### config.mk
export PLATFORM = sky130hd
export DESIGN_NAME = hardmatch_result_arbiter
export DESIGN_NICKNAME = d
export VERILOG_FILES = /design/src/rtl/hardmatch_pkg.sv /design/src/rtl/hm_rr_arbiter.sv /design/src/rtl/hardmatch_result_arbiter.sv
export SDC_FILE = /design/constraint.sdc
export NUM_CORES = 1
export LEC_CHECK = 0
export ABC_AREA = 1
export ABC_CLOCK_PERIOD_IN_PS = 2800
export CORE_MARGIN = 2
export CORE_UTILIZATION = 37
export DETAILED_ROUTE_END_ITERATION = 10
export PLACE_DENSITY = 0.74
export SLEW_MARGIN = 20
export SYNTH_ARGS = -nofsm -noshare
export SYNTH_HDL_FRONTEND = slang
export SYNTH_SLANG_ARGS = --single-unit
### constraint.sdc
create_clock -name clock -period 2.8 [get_ports clock]
set_clock_uncertainty 0.2 [all_clocks]
set_input_delay 0.84 -clock clock [delete_from_list [all_inputs] [get_ports clock]]
set_output_delay 0.84 -clock clock [all_outputs]
set_load 0.01 [all_outputs]
### src/rtl/hardmatch_pkg.sv
// hardmatch_pkg: shared result-word type and round-robin pointer helper for the match result arbiter.
package hardmatch_pkg;
  localparam int MATCH_W = 10;
  typedef logic [MATCH_W-1:0] match_word_t;
  function automatic int next_rr_ptr(input int cur, input int n);
    return (cur + 1) % n;
  endfunction
endpackage

### src/rtl/hm_rr_arbiter.sv
// hm_rr_arbiter: combinational round-robin grant, first requester strictly after last.
module hm_rr_arbiter
  import hardmatch_pkg::*;
#(
  parameter int N = 4,
  localparam int IW = $clog2(N)
) (
  input  logic [N-1:0]  req,
  input  logic [IW-1:0] last,
  input  logic          en,
  output logic [N-1:0]  gnt,
  output logic [IW-1:0] gnt_idx
);
  always_comb begin
    gnt = '0;
    gnt_idx = '0;
    // Scan lowest priority first so the nearest requester after last wins.
    for (int k = N; k >= 1; k--) begin
      if (en && req[next_rr_ptr(int'(last) + k - 1, N)]) begin
        gnt = N'(1) << next_rr_ptr(int'(last) + k - 1, N);
        gnt_idx = IW'(next_rr_ptr(int'(last) + k - 1, N));
      end
    end
  end
endmodule

### src/rtl/hardmatch_result_arbiter.sv
// hardmatch_result_arbiter: round-robin merge of show-ahead match FIFOs into one
// registered, channel-tagged result stream with saturating per-channel pop counters.
module hardmatch_result_arbiter
  import hardmatch_pkg::*;
#(
  parameter int NUM_CH = 4,
  parameter int CNT_W = 16,
  localparam int CHW = $clog2(NUM_CH)
) (
  input  logic                      clock,
  input  logic                      reset,
  input  logic [NUM_CH*MATCH_W-1:0] in_data,
  input  logic [NUM_CH-1:0]         in_valid,
  output logic [NUM_CH-1:0]         in_ack,
  output logic [MATCH_W-1:0]        out_data,
  output logic [CHW-1:0]            out_chan,
  output logic                      out_valid,
  input  logic                      out_ready,
  output logic [NUM_CH*CNT_W-1:0]   match_count
);
  logic load;
  logic [NUM_CH-1:0] gnt;
  logic [CHW-1:0] gnt_idx, last_q, last_d, out_chan_q, out_chan_d;
  logic out_valid_q, out_valid_d;
  match_word_t out_data_q, out_data_d;
  match_word_t in_word [NUM_CH];
  logic [NUM_CH-1:0][CNT_W-1:0] cnt_q, cnt_d;
  for (genvar c = 0; c < NUM_CH; c++) begin : g_word
    assign in_word[c] = in_data[c*MATCH_W +: MATCH_W];
  end
  assign load = !out_valid_q || out_ready;
  hm_rr_arbiter #(.N(NUM_CH)) u_arb (
    .req    (in_valid),
    .last   (last_q),
    .en     (load && !reset),
    .gnt    (gnt),
    .gnt_idx(gnt_idx)
  );
  always_comb begin
    out_valid_d = load ? |gnt : out_valid_q;
    out_data_d = |gnt ? in_word[gnt_idx] : out_data_q;
    out_chan_d = |gnt ? gnt_idx : out_chan_q;
    last_d = |gnt ? gnt_idx : last_q;
    cnt_d = cnt_q;
    for (int c = 0; c < NUM_CH; c++)
      if (gnt[c] && cnt_q[c] != '1) cnt_d[c] = cnt_q[c] + CNT_W'(1);
  end
  always_ff @(posedge clock) begin
    if (reset) begin
      out_valid_q <= 1'b0;
      out_data_q <= '0;
      out_chan_q <= '0;
      last_q <= CHW'(NUM_CH - 1);
      cnt_q <= '0;
    end else begin
      out_valid_q <= out_valid_d;
      out_data_q <= out_data_d;
      out_chan_q <= out_chan_d;
      last_q <= last_d;
      cnt_q <= cnt_d;
    end
  end
  assign in_ack = gnt;
  assign out_valid = out_valid_q;
  assign out_data = out_data_q;
  assign out_chan = out_chan_q;
  assign match_count = cnt_q;
endmodule

==> summary.txt <==
Outcome
  – Outcome: finished, violations left
  – Failing checks: setup timing

Synthesis
  – Top FF cell, synth: dfxtp_1
  – Syn Nets: 838
  – Largest cells by area after synthesis: dfxtp_1 (31%), nand2_1 (18%), nand3_1 (8.1%)
  – Sequential area share after synthesis: 31.5%
  – Ys Warns: 0
  – Count leader, synth: nand2_1
  – Async SR Flop Fraction: 0%
  – Post-synth EDFFs: 0
  – Yosys cell types: 37
  – Synth Cell Area: 5020 um^2
  – Mapped Avg Cell Area: ~6.4 um^2
  – Commonest cells post-synth: nand2_1 (235), inv_1 (82), nand3_1 (81)
  – Post-Syn Instances: 782
  – Top-area cell type share of the netlist area: a little under a third
  – Largest area contributor in the netlist: dfxtp_1
  – Synth Register Bits: 79

Floorplan
  – Initial Util: 37.9%
  – Number of placement rows: 42
  – Core Area: around 13000 um^2
  – Die area: between 10000 and 15000 um^2
  – I/O Pins: about 130
  – Vert. Die Dim: 121 um
  – Die X: 121 um

Route
  – DR iter-0 viols: 282
  – 1st-pass router iterations: 5
  – Vias: 5469
  – Wirelength per Cell: between 10 and 15 um
  – Final wirelength: 14000 um
  – Drt drc: 0
  – Detail Route Antenna Nets: 0
  – Drt via density: 4.84

Place
  – Detailed Place HPWL: 9890 um
  – Placed instance area: 6700 um^2
  – IO buf count: 127
  – Routability cong.: 0.912

Clock tree
  – Clk_lat worst skew: roughly 0.34 ns
  – # H-tree levels: 3
  – Clock Tree Buf Depth: 2
  – Total clock sinks: 79
  – TritonCTS buffer count: 9
  – Hold_buf cts: 0
  – Clk root buf: clkbuf_16
  – CTS tree: built
  – Worst-path clk slew: 0.05 ns

Run
  – Max_cap viols: 0

Power and ir drop
  – Power density cells: 921 nW/um^2
  – Pleak: approximately 2.9 nW
  – Worst vdd ir: between 600 and 700 uV
  – Design Power: 6.66 mW

Global routing
  – GRT Max-Usage Layer: met2
  – GRT overflow: 0
  – Initial antenna violation count: 0
  – First-pass GRT wire length: 22900 um
  – Gr usage total: 19.3%
  – Largest net degree at the start of global routing: 49
  – GR Util met3: ~4.4%
  – Met2 Usage GRT: 34.3%
  – Grt met1 use: 22.5%
  – Vias in the first global route: 5027

Critical path
  – Reg-to-reg slack, setup: 0.31 ns
  – CP Capture Type: output pin
  – Crit path launch type: primary input
  – Crit path max-delay cell type: clkdlybuf4s15_2
  – Worst-path fanout max: 4
  – Crit path DAT: 2.00 ns
  – Path depth of the worst reg2reg path: 16
  – Crit Reg-Reg Startpoint: last_q[1]
  – WP buf/inv: 4
  – RR Endpoint: match_count[6]
  – CP max stage delay: 0.19 ns
  – CP top delay family: simple AND/OR/NAND/NOR gates
  – Worst path cell trace: clkdlybuf4s15_2, nand2_1, nand3_2, nand2_2, nor2_4, buf_4, nand3_1, nand3_2, nand2_2, inv_2, buf_6
  – CP Class: in -> out
  – Worst EP required: 1.76 ns
  – Worst setup startpoint: in_valid[0]

Layout
  – Ratio of cells with drive above 1 in the final layout: 14.9%
  – Area grow syn2layout: 44.1%
  – # nets final: 1005
  – Ant diodes: 0
  – Fin area: 7240 um^2

Hold path
  – Min-delay worst type: reg -> reg
  – Hold depth: 2
  – Min-delay src: out_data[6]
  – Hold Crit Endpoint: out_data[6]

STA
  – Hold Fails Final Rpt: 0
  – Least-Margin Pin Slew: slightly below 0.6 ns
  – Max-slew violation count: 0
  – Unrepaired setup endpoints after global routing: true
  – Final worst setup slack: -0.244 ns
  – Setup violators final: 4
  – Fmax: 329 MHz
  – Min Tclk post-route: 3.04 ns
  – Final Cycle Share: 109%
  – Slew HR: 61.0%
## where the power goes
| part | internal [mW] | switching, mW | leakage (nW) | total, mW |
|---|---|---|---|---|
| combinational | 1.80 | 2.31 | 2.07 | 4.11 |
| sequential | 1.27 | 0.105 | 0.641 | 1.38 |
| clock | 0.732 | 0.446 | 0.145 | 1.18 |
## metal layers
metal  wire (um)  part of all wire [%]  vias up
li1            -                     -     2827
met1        6070                    43     2461
met3         674                   4.8       34
met5           0                     0        -
met4         339                   2.4        0
met2        6890                    49      147
## registers in the layout (all words and copies together) (netlist names)
name	flops
match_count	64
out_data	10
last_q	2
out_chan	2
out_valid	1
## area by class of cell
class	count	area, um^2
clock buffer	12	256
clock inverter	3	42.5
fill	1254	6010
inverter	91	349
multi-input combinational	585	3030
sequential	79	1580
tap	176	220
timing repair buffer	183	1760
## worst register-to-register path: stages (launching register included)
cell     delay (ns)
dfxtp_2        0.33
inv_2          0.05
ha_4           0.30
inv_1          0.06
nand3_2        0.07
inv_1          0.06
nor2_4         0.17
buf_4          0.14
nand3_1        0.07
nand3_2        0.09
nand2_2        0.06
inv_2          0.07
buf_4          0.12
nand2_1        0.08
inv_1          0.27
o21ai_0        0.15
a21oi_1        0.13
## what timing repair did
item / in CTS / in global routing
setup endpoints to repair: 17 / 4
hold endpoints to repair: 0 / 0
resized for setup: 59 / 18
pin swaps: 19 / 12
buffers inserted: 11 / 2
## worst max path at each step
stage               slack (ns)   endpoint  cells after the start
floorplan                 0.01  in_ack[1]                      9
global route             -0.30  in_ack[2]                     12
finish                   -0.24  in_ack[2]                     11
detailed placement       -0.97  in_ack[2]                     10
global placement         -0.96  in_ack[2]                     10
CTS                      -0.24  in_ack[2]                     13
## per-stage QoR
stage | setup TNS, ns | instances | setup slack (ns) | hold WS [ns] | utilization [%]
after floorplan | 0 | 782 | 0.00957 | 0.294 | -
after global routing | -1.09 | 1129 | -0.299 | 0.307 | 54.6
after detailed placement | -26.27 | 1101 | -0.968 | 0.265 | 50.6
after CTS | -0.754 | 1127 | -0.240 | 0.275 | 54.1
final | -0.853 | 1129 | -0.244 | 0.274 | 54.6
after global placement | -24.74 | 1101 | -0.960 | 0.258 | 50.6
## cell families after synthesis
kind of cell	count (synthesis)	synth area share [%]
adders and majority gates	9	2.24
xor gates and xnor gates	37	6.45
DFF	79	31.5
AOI/OAI and AO/OA	89	9.62
and+or+nand+nor	450	39.6
buffers and inverters	118	10.6
## placed cells by master (no fill, tap or decap), types with 9 or more instances in the layout
master / netlist / routed
nor3_1: 25 / 25
clkdlybuf4s50_1: 0 / 117
nand2_2: 10 / 17
o21ai_0: 18 / 18
clkbuf_16: 0 / 9
xor2_1: 23 / 23
nand3_1: 81 / 74
nand2_1: 235 / 225
a21oi_1: 59 / 59
nor2_1: 67 / 66
xnor2_1: 14 / 14
buf_6: 8 / 10
dfxtp_1: 79 / 77
inv_1: 82 / 79
buf_4: 4 / 48
Power figures use the tool's default switching activity.
